===== config.mk =====
export PLATFORM = sky130hd
export DESIGN_NAME = exec_decode_stage
export DESIGN_NICKNAME = d
export VERILOG_FILES = /design/src/rtl/exec_decode_stage.sv
export SDC_FILE = /design/constraint.sdc
export NUM_CORES = 1
export LEC_CHECK = 0
export CAP_MARGIN = 20
export CELL_PAD_IN_SITES_DETAIL_PLACEMENT = 0
export CELL_PAD_IN_SITES_GLOBAL_PLACEMENT = 1
export CORE_MARGIN = 2
export CORE_UTILIZATION = 30
export DETAILED_ROUTE_END_ITERATION = 10
export GPL_ROUTABILITY_DRIVEN = 0
export MAX_ROUTING_LAYER = met4
export PLACE_DENSITY_LB_ADDON = 0.1
export SLEW_MARGIN = 20
export SYNTH_ARGS = -nofsm -noshare
export SYNTH_HDL_FRONTEND = slang
export SYNTH_SLANG_ARGS = --single-unit

===== constraint.sdc =====
create_clock -name CLK -period 4.5 [get_ports CLK]
set_input_delay 0.45 -clock CLK [delete_from_list [all_inputs] [get_ports CLK]]
set_output_delay 0.45 -clock CLK [all_outputs]
set_load 0.05 [all_outputs]

===== src/rtl/exec_decode_stage.sv =====
// Decode-and-execute stage of the 8-bit CPU: opcode decode, operand-B selection, ALU.
// Every result is registered, so downstream stages see the values one cycle later.
module exec_decode_stage (
    input  logic        CLK,
    input  logic        RESET,
    input  logic        BUSYWAIT,
    input  logic [31:0] INSTRUCTION,
    input  logic [7:0]  REGOUT1,
    input  logic [7:0]  REGOUT2,
    output logic [7:0]  ALURESULT,
    output logic        ZERO,
    output logic [2:0]  ALUOP,
    output logic        WRITEENABLE,
    output logic        WRITEMUX_SEL,
    output logic        BRANCHENABLE,
    output logic        JUMPENABLE,
    output logic        READ,
    output logic        WRITE
);

    localparam logic [2:0] ALU_FWD = 3'b000;
    localparam logic [2:0] ALU_ADD = 3'b001;
    localparam logic [2:0] ALU_AND = 3'b010;
    localparam logic [2:0] ALU_OR  = 3'b011;

    logic [7:0] opcode;
    logic [7:0] imm;
    logic       unused_instr_bits;

    assign opcode            = INSTRUCTION[31:24];
    assign imm               = INSTRUCTION[7:0];
    assign unused_instr_bits = ^INSTRUCTION[23:8];

    // Decoded control word for the current instruction
    logic [2:0] aluop_next;
    logic       we_next;
    logic       twos_sel;
    logic       imm_sel;
    logic       br_next;
    logic       j_next;
    logic       wmux_next;
    logic       rd_next;
    logic       wr_next;

    always_comb begin
        aluop_next = ALU_FWD;
        we_next    = 1'b0;
        twos_sel   = 1'b0;
        imm_sel    = 1'b0;
        br_next    = 1'b0;
        j_next     = 1'b0;
        wmux_next  = 1'b0;
        rd_next    = 1'b0;
        wr_next    = 1'b0;
        case (opcode)
            8'h00: begin                        // loadi
                we_next = 1'b1;
                imm_sel = 1'b1;
            end
            8'h01: begin                        // mov
                we_next = 1'b1;
            end
            8'h02: begin                        // add
                aluop_next = ALU_ADD;
                we_next    = 1'b1;
            end
            8'h03: begin                        // sub
                aluop_next = ALU_ADD;
                we_next    = 1'b1;
                twos_sel   = 1'b1;
            end
            8'h04: begin                        // and
                aluop_next = ALU_AND;
                we_next    = 1'b1;
            end
            8'h05: begin                        // or
                aluop_next = ALU_OR;
                we_next    = 1'b1;
            end
            8'h06: begin                        // j
                j_next = 1'b1;
            end
            8'h07: begin                        // beq: subtract and test ZERO
                aluop_next = ALU_ADD;
                twos_sel   = 1'b1;
                br_next    = 1'b1;
            end
            8'h08: begin                        // lwd
                we_next   = 1'b1;
                wmux_next = 1'b1;
                rd_next   = 1'b1;
            end
            8'h09: begin                        // lwi
                we_next   = 1'b1;
                imm_sel   = 1'b1;
                wmux_next = 1'b1;
                rd_next   = 1'b1;
            end
            8'h0A: begin                        // swd
                wr_next = 1'b1;
            end
            8'h0B: begin                        // swi
                imm_sel = 1'b1;
                wr_next = 1'b1;
            end
            default: ;
        endcase
    end

    // Operand B: register, its negation, or the immediate
    logic [7:0] twos_val;
    logic [7:0] operand_b;

    assign twos_val  = twos_sel ? (~REGOUT2 + 8'd1) : REGOUT2;
    assign operand_b = imm_sel ? imm : twos_val;

    logic [7:0] sum_val;
    logic [7:0] and_val;
    logic [7:0] or_val;

    assign sum_val = REGOUT1 + operand_b;

    genvar gi;
    generate
        for (gi = 0; gi < 8; gi++) begin : g_logic_bits
            assign and_val[gi] = REGOUT1[gi] & operand_b[gi];
            assign or_val[gi]  = REGOUT1[gi] | operand_b[gi];
        end
    endgenerate

    logic [7:0] result_next;
    logic       zero_next;

    always_comb begin
        result_next = 8'h00;
        case (aluop_next)
            ALU_FWD: result_next = operand_b;
            ALU_ADD: result_next = sum_val;
            ALU_AND: result_next = and_val;
            ALU_OR:  result_next = or_val;
            default: result_next = 8'h00;
        endcase
        zero_next = (result_next == 8'h00);
    end

    logic [7:0] result_reg;
    logic       zero_reg;
    logic [2:0] aluop_reg;
    logic       we_reg;
    logic       wmux_reg;
    logic       br_reg;
    logic       j_reg;
    logic       rd_reg;
    logic       wr_reg;

    // Reset forces ZERO low rather than reporting a zero result
    always_ff @(posedge CLK) begin
        if (RESET) begin
            result_reg <= 8'h00;
            zero_reg   <= 1'b0;
            aluop_reg  <= 3'b000;
            we_reg     <= 1'b0;
            wmux_reg   <= 1'b0;
            br_reg     <= 1'b0;
            j_reg      <= 1'b0;
            rd_reg     <= 1'b0;
            wr_reg     <= 1'b0;
        end else if (!BUSYWAIT) begin
            result_reg <= result_next;
            zero_reg   <= zero_next;
            aluop_reg  <= aluop_next;
            we_reg     <= we_next;
            wmux_reg   <= wmux_next;
            br_reg     <= br_next;
            j_reg      <= j_next;
            rd_reg     <= rd_next;
            wr_reg     <= wr_next;
        end
    end

    assign ALURESULT    = result_reg;
    assign ZERO         = zero_reg;
    assign ALUOP        = aluop_reg;
    assign WRITEENABLE  = we_reg;
    assign WRITEMUX_SEL = wmux_reg;
    assign BRANCHENABLE = br_reg;
    assign JUMPENABLE   = j_reg;
    assign READ         = rd_reg;
    assign WRITE        = wr_reg;

endmodule


==> flow_results.org, run 1 <==
** Die
- The die covers 6220 µm².
- Measured along the y axis, the die boundary spans 78.9 µm.
- Row generation in the floorplan step produced 27 rows.
- Top-level port count :: 69
- Die X :: 78.9 µm
- The initial utilization of the core area, before any placement, comes to 30.7%.
- Placeable core region :: 5470 µm²

** Pwr
- Dividing total power by cell area gives a power density of 190 nW/µm².
- Total power for the finished layout comes to 437 µW.
- Peak supply drop :: 0.000122 V
- Reported leakage power :: 0.918 nW

** Layout
- Share of final-layout standard cells stronger than drive strength 1 :: 7.35%
- In the layout the commonest cells are sky130_fd_sc_hd__clkdlybuf4s50_1, sky130_fd_sc_hd__nor2_1, sky130_fd_sc_hd__inv_1.
- Number of antenna diodes :: 0
- The filler cells instantiated in the layout total 609.
- Leaving out fill and tap cells, the most frequent cell in the layout is sky130_fd_sc_hd__clkdlybuf4s50_1.
- Finished Cell Area :: 2290 µm²
- Non-filler instance count after layout :: 344
- Area Overhead vs Synth :: 36.5%
- Nets@finish :: 342

** Detailed routing
- DRT Wirelength :: 4320 µm
- Antenna-violating nets left :: 0
- In this run, the number of DRC markers left after iteration 0 of detailed routing was 64.
- Mean number of vias per cell :: 4.94
- After detailed routing, the average wire length per cell comes to 12.6 µm.
- Count of vias placed by the detailed router :: 1701
- Number of remaining DRC errors :: 0
- Detailed Routing Iterations Pass 1 :: 4

** Worst setup path
- Category of the worst setup path capture point :: register
- On the worst path, the slowest cell contributes a delay of 0.66 ns.
- Buffering stage count on the worst path with inverters included :: 2
- Along the worst path, the maximum fanout reaches 18.
- STA puts the critical path data arrival time at 4.15 ns.
- Critical path's top delay family :: simple AND/OR/NAND/NOR gates
- At the worst endpoint, the required time is 4.66 ns.
- For this design, the slowest cell found on the critical path is sky130_fd_sc_hd__or4_4.
- CP Class :: in2reg
- Cell-by-cell trace of the critical path :: clkdlybuf4s50_1, or4_4, a211o_1, mux2_2, ha_1, inv_1, fa_1, nor2b_1, o31ai_1, a21boi_0, a221oi_2, and4_1, nand4_1, o22ai_1
- Launching element type of the critical path :: input port

** Yosys
- Cells after Synth :: 227
- Commonest register cell after synthesis :: sky130_fd_sc_hd__dfxtp_1
- The number of nets in the synthesized netlist is 296.
- In the post-synthesis netlist, the biggest area contributors are sky130_fd_sc_hd__dfxtp_1, sky130_fd_sc_hd__ha_1, sky130_fd_sc_hd__nor2_1.
- Flip-flop and latch count after synthesis :: 16
- Post-synthesis instance area :: 1680 µm²
- The synthesized design contains 0 enable-type register cells.
- Synth top area share :: 19.0%
- Cell accounting for the most synthesized area :: sky130_fd_sc_hd__dfxtp_1
- After synthesis, the share of flip-flops with an asynchronous set or reset is 0%.
- During synthesis, Yosys emitted a total of 0 warnings.
- Average cell area after synthesis :: 7.41 µm²
- Netlist cell types :: 55
- The share of the Yosys chip area taken by registers is 19.0%.

** Min path
- Worst Hold Class :: reg2reg

** Global route
- The number of antenna violations at the first check in global routing came to 0.
- Overflow left after global routing :: 0
- Global routing consumed, over all layers together, 14.8% of the routing resources.
- The first global-routing pass estimated 7310 µm of wire.
- Entering global routing, the biggest net connects 31 pins.
- The number of global-route vias before repair was 1571.

** STA
- Dividing the final minimum period by the clock period gives 88.6%.
- The final count of hold timing violations was 0.
- Crit path time final :: 3.99 ns
- Worst slew pin tran :: 0.600 ns
- Setup repair after global routing left no endpoint under its margin.
- Setup Skew :: 0 ns
- Final-layout setup total negative slack :: 0 ns
- Highest clock frequency the design can meet :: 0.251 GHz
- The worst pin sits at a relative slew slack of 59.9%.
- Setup violations remaining at the end of the flow were counted as 0.
- Fin. max-slew vios :: 0
- Final hold analysis gives a worst-case slack of 0.464 ns.

** Place
- Buffers placed on the I/O ports in this run total 51.
- Placed Area :: 2240 µm²
- After detailed placement, the design holds a cell count of 340.
- Half-perimeter wire length of the detailed placement result :: 3490 µm

** Job
- Max_cap viols :: 0

** Clocking
- CTS root buf :: sky130_fd_sc_hd__clkbuf_8
- Number of clock buffers inserted by TritonCTS :: 3
- Clock-pin slew was measured on the worst setup and hold paths at 0.06 ns.
- Number of hold-repair buffers added at the cts stage :: 0
- Clock tree buffer depth :: 2
- The clock reaches the later pin of the worst-skew pair after 0.25 ns.
- CTS built an H-tree with a depth of 1.
- Post-cts resize count :: 0
- TritonCTS built the clock tree.
- In this run the post-CTS setup repair buffer count came out at 0.
- Clock Sink Count :: 16

** Status
- Result of the run :: complete, no violations
==> synth_stat cells, types with 2 or more instances <==
library cell / instances
sky130_fd_sc_hd__nor2b_1: 3
sky130_fd_sc_hd__buf_6: 2
sky130_fd_sc_hd__a31oi_2: 2
sky130_fd_sc_hd__a21o_1: 2
sky130_fd_sc_hd__inv_1: 26
sky130_fd_sc_hd__o21ai_1: 3
sky130_fd_sc_hd__nand3_1: 3
sky130_fd_sc_hd__nor4_1: 2
sky130_fd_sc_hd__o21ai_0: 3
sky130_fd_sc_hd__nand2b_1: 2
sky130_fd_sc_hd__dfxtp_1: 16
sky130_fd_sc_hd__ha_1: 17
sky130_fd_sc_hd__or3_1: 6
sky130_fd_sc_hd__a221oi_1: 3
sky130_fd_sc_hd__a221oi_2: 2
sky130_fd_sc_hd__buf_1: 3
sky130_fd_sc_hd__nand2_1: 8
sky130_fd_sc_hd__buf_4: 2
sky130_fd_sc_hd__or4_1: 4
sky130_fd_sc_hd__buf_2: 4
sky130_fd_sc_hd__a31oi_1: 4
sky130_fd_sc_hd__o21a_1: 4
sky130_fd_sc_hd__a211oi_1: 4
sky130_fd_sc_hd__o22ai_1: 2
sky130_fd_sc_hd__xnor2_1: 2
sky130_fd_sc_hd__xor2_1: 3
sky130_fd_sc_hd__o31ai_1: 4
sky130_fd_sc_hd__a21oi_1: 18
sky130_fd_sc_hd__clkbuf_1: 5
sky130_fd_sc_hd__nor2_1: 35
sky130_fd_sc_hd__nor3_1: 5
sky130_fd_sc_hd__a2111oi_2: 2
sky130_fd_sc_hd__a2111oi_0: 2
sky130_fd_sc_hd__nor3b_1: 3
==> final timing paths <==
kind	startpoint	end	slack [ns]	depth (start not counted)
setup / recovery	INSTRUCTION[29]	ZERO	0.51	14
hold / removal	WRITE	WRITE	0.46	2
setup reg to reg	ALURESULT[7]	ALURESULT[7]	3.80	3
hold reg to reg	WRITE	WRITE	0.46	2
==> layout make-up <==
cell class,count,area [µm²],area share (%)
multi-input combinational,169,1180,51.3
timing repair buffer,57,556,24.2
sequential,16,320,14.0
inverter,26,97.6,4.25
tap,72,90.1,3.93
clock buffer,4,55.1,2.40
==> sequential cells by signal, indices dropped and copies added, names as in the netlist <==
name          count
READ              1
JUMPENABLE        1
ALUOP             2
WRITE             1
ZERO              1
BRANCHENABLE      1
WRITEENABLE       1
ALURESULT         8
==> report_power, final <==
part,internal (mW),switching [mW],leakage [nW]
clock,0.0776,0.0485,0.0288
sequential,0.146,0.00246,0.131
combinational,0.0755,0.0865,0.759
==> stage by stage <==
stage                     utilization (%)  worst slack [ns]
final                                41.9             0.512
after global routing                 41.9             0.237
after CTS                            41.9             0.490
after detailed placement             40.9             0.229
after global placement               40.9             0.266
after floorplan                         -              1.12
==> layer usage <==
layer,vias to the layer above,wire length (µm),track usage (%)
met1,768,2110,19.7
met2,37,2030,24.7
met4,0,0,1.03
met5,-,0,-
met3,0,181,2.84
li1,896,-,-
==> logic make-up after synthesis <==
group,count (synthesis),synth area share (%)
AND/OR/NAND/NOR,79,24.0
AO/OA/AOI/OAI,63,27.5
buffers and inverters,42,11.0
adder cells (fa/ha/maj),19,14.4
flip-flops,16,19.0
XOR/XNOR,5,2.60
multiplexers,2,1.26
other,1,0.223
==> worst reg2reg max path, stage by stage (launching register included) <==
cell and delay [ns]:
sky130_fd_sc_hd__dfxtp_1 0.34, sky130_fd_sc_hd__inv_1 0.04, sky130_fd_sc_hd__a21oi_1 0.13, sky130_fd_sc_hd__o21a_1 0.14
(Power assumes the default switching activity.)
==> run 2: changes to the inputs <==
Settings changed: REMOVE_ABC_BUFFERS set to 1.
==> flow_results.org, run 2 (same netlist as run 1, synthesis figures left out) <==
** Worst setup path
- Data arrival time at the worst-slack endpoint :: 4.22 ns (+0.07 ns)
- CP Class :: in2reg
- Critical path's slowest cell :: sky130_fd_sc_hd__or4_4
- Worst reg2reg setup slack :: 3.81 ns (about the same)
- Launching element type of the critical path :: input port
- Cell-by-cell trace of the critical path :: clkdlybuf4s50_1, or4_4, or4_1, a31oi_1, inv_1, ha_1, nor2b_1, o31ai_1, a21oi_1, xor2_1, a222oi_1, nand4_1, o22ai_1
- Largest stage delay on the critical path :: 0.66 ns (about the same)
- Data required time at the worst endpoint :: 4.66 ns (about the same)
- Destination of the worst register-to-register timing path :: ALURESULT[6]
- Category of the worst setup path capture point :: register
- Logic depth of the worst register-to-register path :: 3 (unchanged)
- The highest net fanout along the worst path is 18 (unchanged).
- Among cell families on the critical path, the largest total delay comes from simple AND/OR/NAND/NOR gates.
- Buffering stage count on the worst path with inverters included :: 2 (unchanged)
- The startpoint identified for the worst register-to-register timing path is ALURESULT[6].

** Clocking
- Clock tree buffer depth :: 2 (unchanged)
- Clock transition at the registers of the reported paths :: 0.06 ns (about the same)
- Number of H-tree levels :: 1 (unchanged)
- The count of instances resized after the clock tree is built is 0 (unchanged).
- The total CTS buffers came to 3 (unchanged).
- Clock latency on the worst-skew pair :: 0.24 ns (about the same)
- The total of hold buffers inserted after clock tree synthesis is 0 (unchanged).
- The number of buffers inserted to repair setup after CTS is 0 (unchanged).
- The clock sink count is 16 (unchanged).
- Clock tree from TritonCTS :: built
- CTS root buf :: sky130_fd_sc_hd__clkbuf_8

** Detailed routing
- 1st-iter DRT viols :: 77 (+20%)
- Average wire per standard cell :: 12.9 µm (+2.6%)
- The via density per instance came to 4.98 (+0.70%).
- Count of vias placed by the detailed router :: 1703 (+0.12%)
- The first-pass iteration count of the detailed router is 4 (unchanged).
- The total length of routed wires came to 4410 µm (+2.0%).
- Number of remaining DRC errors :: 0 (unchanged)
- Antenna-violating nets left :: 0 (unchanged)

** Die
- The total die area came to 6220 µm² (unchanged).
- Placeable core region :: 5470 µm² (unchanged)
- The number of rows in the core area came to 27 (unchanged).
- Floorplan die height :: 78.9 µm (unchanged)
- Initial Util :: 30.7% (unchanged)
- Die X :: 78.9 µm (unchanged)
- Top-level port count :: 69 (unchanged)

** Place
- The quantity of I/O buffers inserted on ports is 51 (unchanged).
- The placed wire-length estimate came to 3550 µm (+1.5%).

** Pwr
- Reported leakage power :: 0.906 nW (-1.3%)
- The power density of the placed cells was 182 nW/µm² (-4.3%).
- The post-route total power is 414 µW (-5.2%).
- Peak supply drop :: 0.0000911 V (-25%)

** STA
- Final Hold Violating Endpoints :: 0 (unchanged)
- Max-slew headroom :: 37.4% (-22 points)
- The worst hold slack was 0.455 ns (-0.00978 ns).
- Setup Skew :: 0 ns (unchanged)
- Crit path time final :: 4.07 ns (+0.0789 ns)
- The final-report max-slew violation count is 0 (unchanged).
- Unrepaired setup endpoints after global routing :: no
- Ratio of final minimum period to clock period :: 90.4% (+1.8 points)
- The final-report setup violation count is 0 (unchanged).
- The final total negative setup slack is 0 ns (unchanged).
- The transition time at the pin with the least slew margin was 0.936 ns (+0.336 ns).
- The highest clock rate was 0.246 GHz (-1.9%).

** Min path
- The number of cells on the worst hold path was 2 (unchanged).
- The worst hold path terminates at WRITE.
- The startpoint identified for the worst hold timing path is WRITE.
- Worst Hold Class :: reg2reg

** Layout
- Commonest cells after routing, fill and taps aside :: sky130_fd_sc_hd__clkdlybuf4s50_1, sky130_fd_sc_hd__nor2_1, sky130_fd_sc_hd__inv_1
- Nets@finish :: 341 (-0.29%)
- The flip-flop count of the largest register after layout is 8 (unchanged).
- The library cell used most frequently in the layout, excluding fill and tap cells, is sky130_fd_sc_hd__clkdlybuf4s50_1.
- Number of antenna diodes :: 0 (unchanged)
- Share of final-layout standard cells stronger than drive strength 1 :: 6.67% (-0.69 points)
- The area growth from synthesis to layout is 35.2%.

** Global route
- Fraction of met3 tracks used by global routing :: 2.50% (-0.34 points)
- The pin count of the biggest net entering global routing is 31 (unchanged).
- Global routing met1 resource utilization :: 19.9% (+0.26 points)
- Via count of the first global-routing pass :: 1622 (+3.2%)
- In this run the most used layer during global routing was met2.
- Global-route wire length before repair :: 7400 µm (+1.1%)
- The number of antenna violations at the first check in global routing was 0 (unchanged).
- M2 GR Usage :: 25.7% (+1.0 points)
- Total track usage :: 15.1% (+0.32 points)
- The total congestion overflow after global routing came to 0 (unchanged).

** Job
- Max_cap viols :: 0 (unchanged)

** Status
- Result of the run :: complete, no violations
## run 2: layout make-up
class                      count  area [µm²]
clock buffer                   3        41.3
fill                         612        3200
tap                           72        90.1
inverter                      26        97.6
sequential                    16         320
multi-input combinational    169        1180
timing repair buffer          56         548
## run 2: worst register-to-register path, stage by stage (launching register included)
cell	delay, ns
sky130_fd_sc_hd__dfxtp_1	0.32
sky130_fd_sc_hd__nand2_1	0.06
sky130_fd_sc_hd__o21a_1	0.14
sky130_fd_sc_hd__nor2_1	0.04
## run 2: report_power, final
part           switching, mW  leakage [nW]  internal (mW)
logic                 0.0871         0.754         0.0750
clock network         0.0442        0.0216         0.0592
registers            0.00234         0.131          0.147
## run 2: per-layer routing
metal	vias to the layer above	wire length [µm]
met4	0	16
li1	890	-
met3	2	152
met5	-	0
met1	777	2190
met2	34	2050
## run 2: per-stage QoR
stage | utilization (%) | setup slack (ns) | instance area [µm²] | cells
2_1_floorplan | - | 1.08 | 1590 | 211
3_3_place_gp | 40.8 | 0.209 | 2230 | 339
3_5_place_dp | 40.8 | 0.160 | 2230 | 339
4_1_cts | 41.5 | 0.411 | 2270 | 342
5_1_grt | 41.5 | 0.192 | 2270 | 342
6_report | 41.5 | 0.433 | 2270 | 342
## run 2: how the worst max path moves through the flow
stage,startpoint,endpoint,slack [ns],depth (start not counted)
floorplan,INSTRUCTION[29],ZERO,1.08,13
detailed placement,INSTRUCTION[29],ZERO,0.16,13
CTS,INSTRUCTION[29],ZERO,0.41,13
finish,INSTRUCTION[29],ZERO,0.43,13
global route,INSTRUCTION[29],ZERO,0.19,13
global placement,INSTRUCTION[29],ZERO,0.21,13
==> run 3: changes to the inputs <==
==> constraint.sdc (replaced) <==
create_clock -name CLK -period 4.5 [get_ports CLK]
set_input_delay 1.125 -clock CLK [delete_from_list [all_inputs] [get_ports CLK]]
set_output_delay 1.125 -clock CLK [all_outputs]
set_load 0.05 [all_outputs]
==> flow_results.org, run 3 (same netlist as run 1, synthesis figures left out) <==
** Status
- The run finished with clean final reports.

** Worst setup path
- Logic depth of the worst register-to-register path :: 3 (unchanged)
- The worst register-to-register path ends at ALURESULT[7].
- The minimum setup slack among reg-to-reg paths is 3.82 ns (about the same).
- The required time of the critical path is 4.67 ns (about the same).
- Data arrival time at the worst-slack endpoint :: 4.45 ns (+0.23 ns)
- The instance count on the critical path came to 14 (+1).
- Critical path's slowest cell :: sky130_fd_sc_hd__or4_1
- Most frequent cell on the critical path :: sky130_fd_sc_hd__inv_1
- The critical path in this run is classified as in2reg.
- In this design, the largest share of critical-path delay is due to simple AND/OR/NAND/NOR gates.
- The count of buffer and inverter cells on the critical path is 4 (+2).
- Largest stage delay on the critical path :: 0.50 ns (-0.16 ns)
- Walking the worst path, the cells encountered are clkdlybuf4s50_1, or4_4, or4_1, a31oi_2, inv_1, ha_1, buf_4, inv_1, o21bai_1, xor2_1, a221oi_1, and4_1, nand4_1, o22ai_1.
- The critical path ends at ZERO.
- The worst setup path is captured at a register.
- The highest net fanout along the worst path was 7 (-11).
- Startpoint of the lowest-slack register-to-register path :: ALURESULT[7]
- Startpoint of the worst setup timing path :: INSTRUCTION[30]
- Launching element type of the critical path :: input port

** Layout
- The total inserted antenna cells came to 0 (unchanged).
- The library cell used most frequently in the layout, excluding fill and tap cells, is sky130_fd_sc_hd__clkdlybuf4s50_1.
- Area Overhead vs Synth :: 59.3%
- The top cell types in the final layout, fill and taps aside, are sky130_fd_sc_hd__clkdlybuf4s50_1, sky130_fd_sc_hd__buf_4, sky130_fd_sc_hd__nor2_1.
- The layout cell share with drive strength beyond 1 is 23.5% (+17 points).
- The flip-flop count of the largest register after layout came to 8 (unchanged).
- Nets@finish :: 376 (+10%)
- Non-filler instance count after layout :: 378 (+11%)

** Min path
- Startpoint of the worst hold path :: WRITE
- Hold depth :: 2 (unchanged)
- The path class of the tightest hold or removal check is reg2reg.

** Global route
- Overflow left after global routing :: 0 (unchanged)
- The total global-route track usage was 15.9% (+0.77 points).
- Via count of the first global-routing pass :: 1756 (+8.3%)
- The global-route wire length before repair came to 7800 µm (+5.4%).
- The number of antenna violations at the first check in global routing was 0 (unchanged).
- Largest net degree at the start of global routing :: 31 (unchanged)

** Pwr
- The power density of the placed cells came to 178 nW/µm² (-2.5%).
- The worst voltage drop across the vdd grid came to 0.000107 V (+18%).
- Reported leakage power :: 1.12 nW (+24%)

** Place
- Worst setup slack after placement :: -0.333 ns (-0.492 ns)
- Half-perimeter wire length of the detailed placement result :: 3710 µm (+4.7%)
- Placed Instances :: 371 (+9.4%)
- Port bufs :: 51 (unchanged)

** STA
- Ratio of final minimum period to clock period :: 95.2% (+4.8 points)
- The final-report max-slew violation count came to 0 (unchanged).
- The final-report setup violation count is 0 (unchanged).
- Setup repair after global routing left no endpoint under its margin.
- Final Hold Violating Endpoints :: 0 (unchanged)
- The worst clock skew on the final layout is 0 ns (unchanged).
- Max-slew headroom :: 59.9% (+23 points)
- Final-layout setup total negative slack :: 0 ns (unchanged)
- The highest clock rate came to 0.233 GHz (-5.1%).
- Crit path time final :: 4.29 ns (+0.218 ns)
- The setup slack after layout came to 0.215 ns (-0.218 ns).
- Worst slew pin tran :: 0.600 ns (-0.337 ns)

** Clocking
- Clock latency on the worst-skew pair :: 0.25 ns (about the same)
- CTS root buf :: sky130_fd_sc_hd__clkbuf_8
- Clock tree buffer depth :: 2 (unchanged)
- The number of H-tree levels came to 1 (unchanged).
- Number of clock buffers inserted by TritonCTS :: 3 (unchanged)
- Clock Sink Count :: 16 (unchanged)
- Clock transition at the registers of the reported paths :: 0.06 ns (about the same)
- TritonCTS built the clock tree.

** Die
- The horizontal die dimension is 78.9 µm (unchanged).
- Cell row count :: 27 (unchanged)
- The top-level I/O count came to 69 (unchanged).
- The area of the core region came to 5470 µm² (unchanged).
- Floorplan die height :: 78.9 µm (unchanged)
- Die Area :: 6220 µm² (unchanged)
- Initial Util :: 30.7% (unchanged)

** Detailed routing
- Detailed Routing Iterations Pass 1 :: 4 (unchanged)
- DRT Wirelength :: 4730 µm (+7.4%)
- 1st-iter DRT viols :: 94 (+22%)
- Mean number of vias per cell :: 4.89 (-1.9%)
- Number of remaining DRC errors :: 0 (unchanged)
- Antenna-violating nets left :: 0 (unchanged)
- The detailed-route via count was 1847 (+8.5%).
- Average wire per standard cell :: 12.5 µm (-2.9%)

** Job
- Max_cap viols :: 0 (unchanged)
-- run 3: cell count changes in the layout (fill, tap and decap cells not counted), sizes merged --
cell	previous run	this run
clkbuf	3	4
buf	5	40
clkdlybuf4s50	51	48
dlymetal6s2s	0	3
-- run 3: report_power, final --
| group | internal (mW) | switching (mW) | leakage, nW | total, mW |
|---|---|---|---|---|
| clock network | 0.0777 | 0.0501 | 0.0288 | 0.128 |
| registers | 0.146 | 0.00236 | 0.131 | 0.149 |
| logic | 0.101 | 0.0980 | 0.962 | 0.199 |
-- run 3: area by class of cell --
| class | instances | area (µm²) |
|---|---|---|
| inverter | 26 | 97.6 |
| timing repair buffer | 91 | 826 |
| tap | 72 | 90.1 |
| multi-input combinational | 169 | 1290 |
| clock buffer | 4 | 55.1 |
| sequential | 16 | 320 |
| fill | 579 | 2790 |
-- run 3: worst min-delay path, cell delays in order (launching register included) --
cell	delay, ns
sky130_fd_sc_hd__dfxtp_1	0.31
sky130_fd_sc_hd__nand2_1	0.05
sky130_fd_sc_hd__a21oi_1	0.05
-- run 3: how the worst min path moves through the flow --
stage | endpoint
after floorplan | WRITE
after global placement | WRITE
after detailed placement | WRITE
after CTS | WRITE
after global routing | ZERO
final | WRITE
-- run 3: timing repair --
action,4_1_cts,5_1_grt
gates resized for setup,6,24
hold buffers,0,0
pin swaps,5,6
buffers inserted,1,2
endpoints found under the setup margin,1,6
-- run 3: stage by stage --
stage	utilization (%)	area [µm²]	total power, mW	hold slack, ns
2_1_floorplan	-	1590	0.242	0.665
3_3_place_gp	45.2	2470	0.336	0.449
3_5_place_dp	45.2	2470	0.337	0.448
4_1_cts	46.8	2560	0.469	0.457
5_1_grt	48.9	2680	0.509	0.513
6_report	48.9	2680	0.476	0.455
-- run 3: metal layers --
layer / routed length, µm / part of all wire, % / track usage, %
met5: 0 / 0 / -
met4: 12 / 0.25 / 1.55
met3: 147 / 3.1 / 2.73
met2: 2330 / 49 / 27.7
met1: 2240 / 47 / 20.2
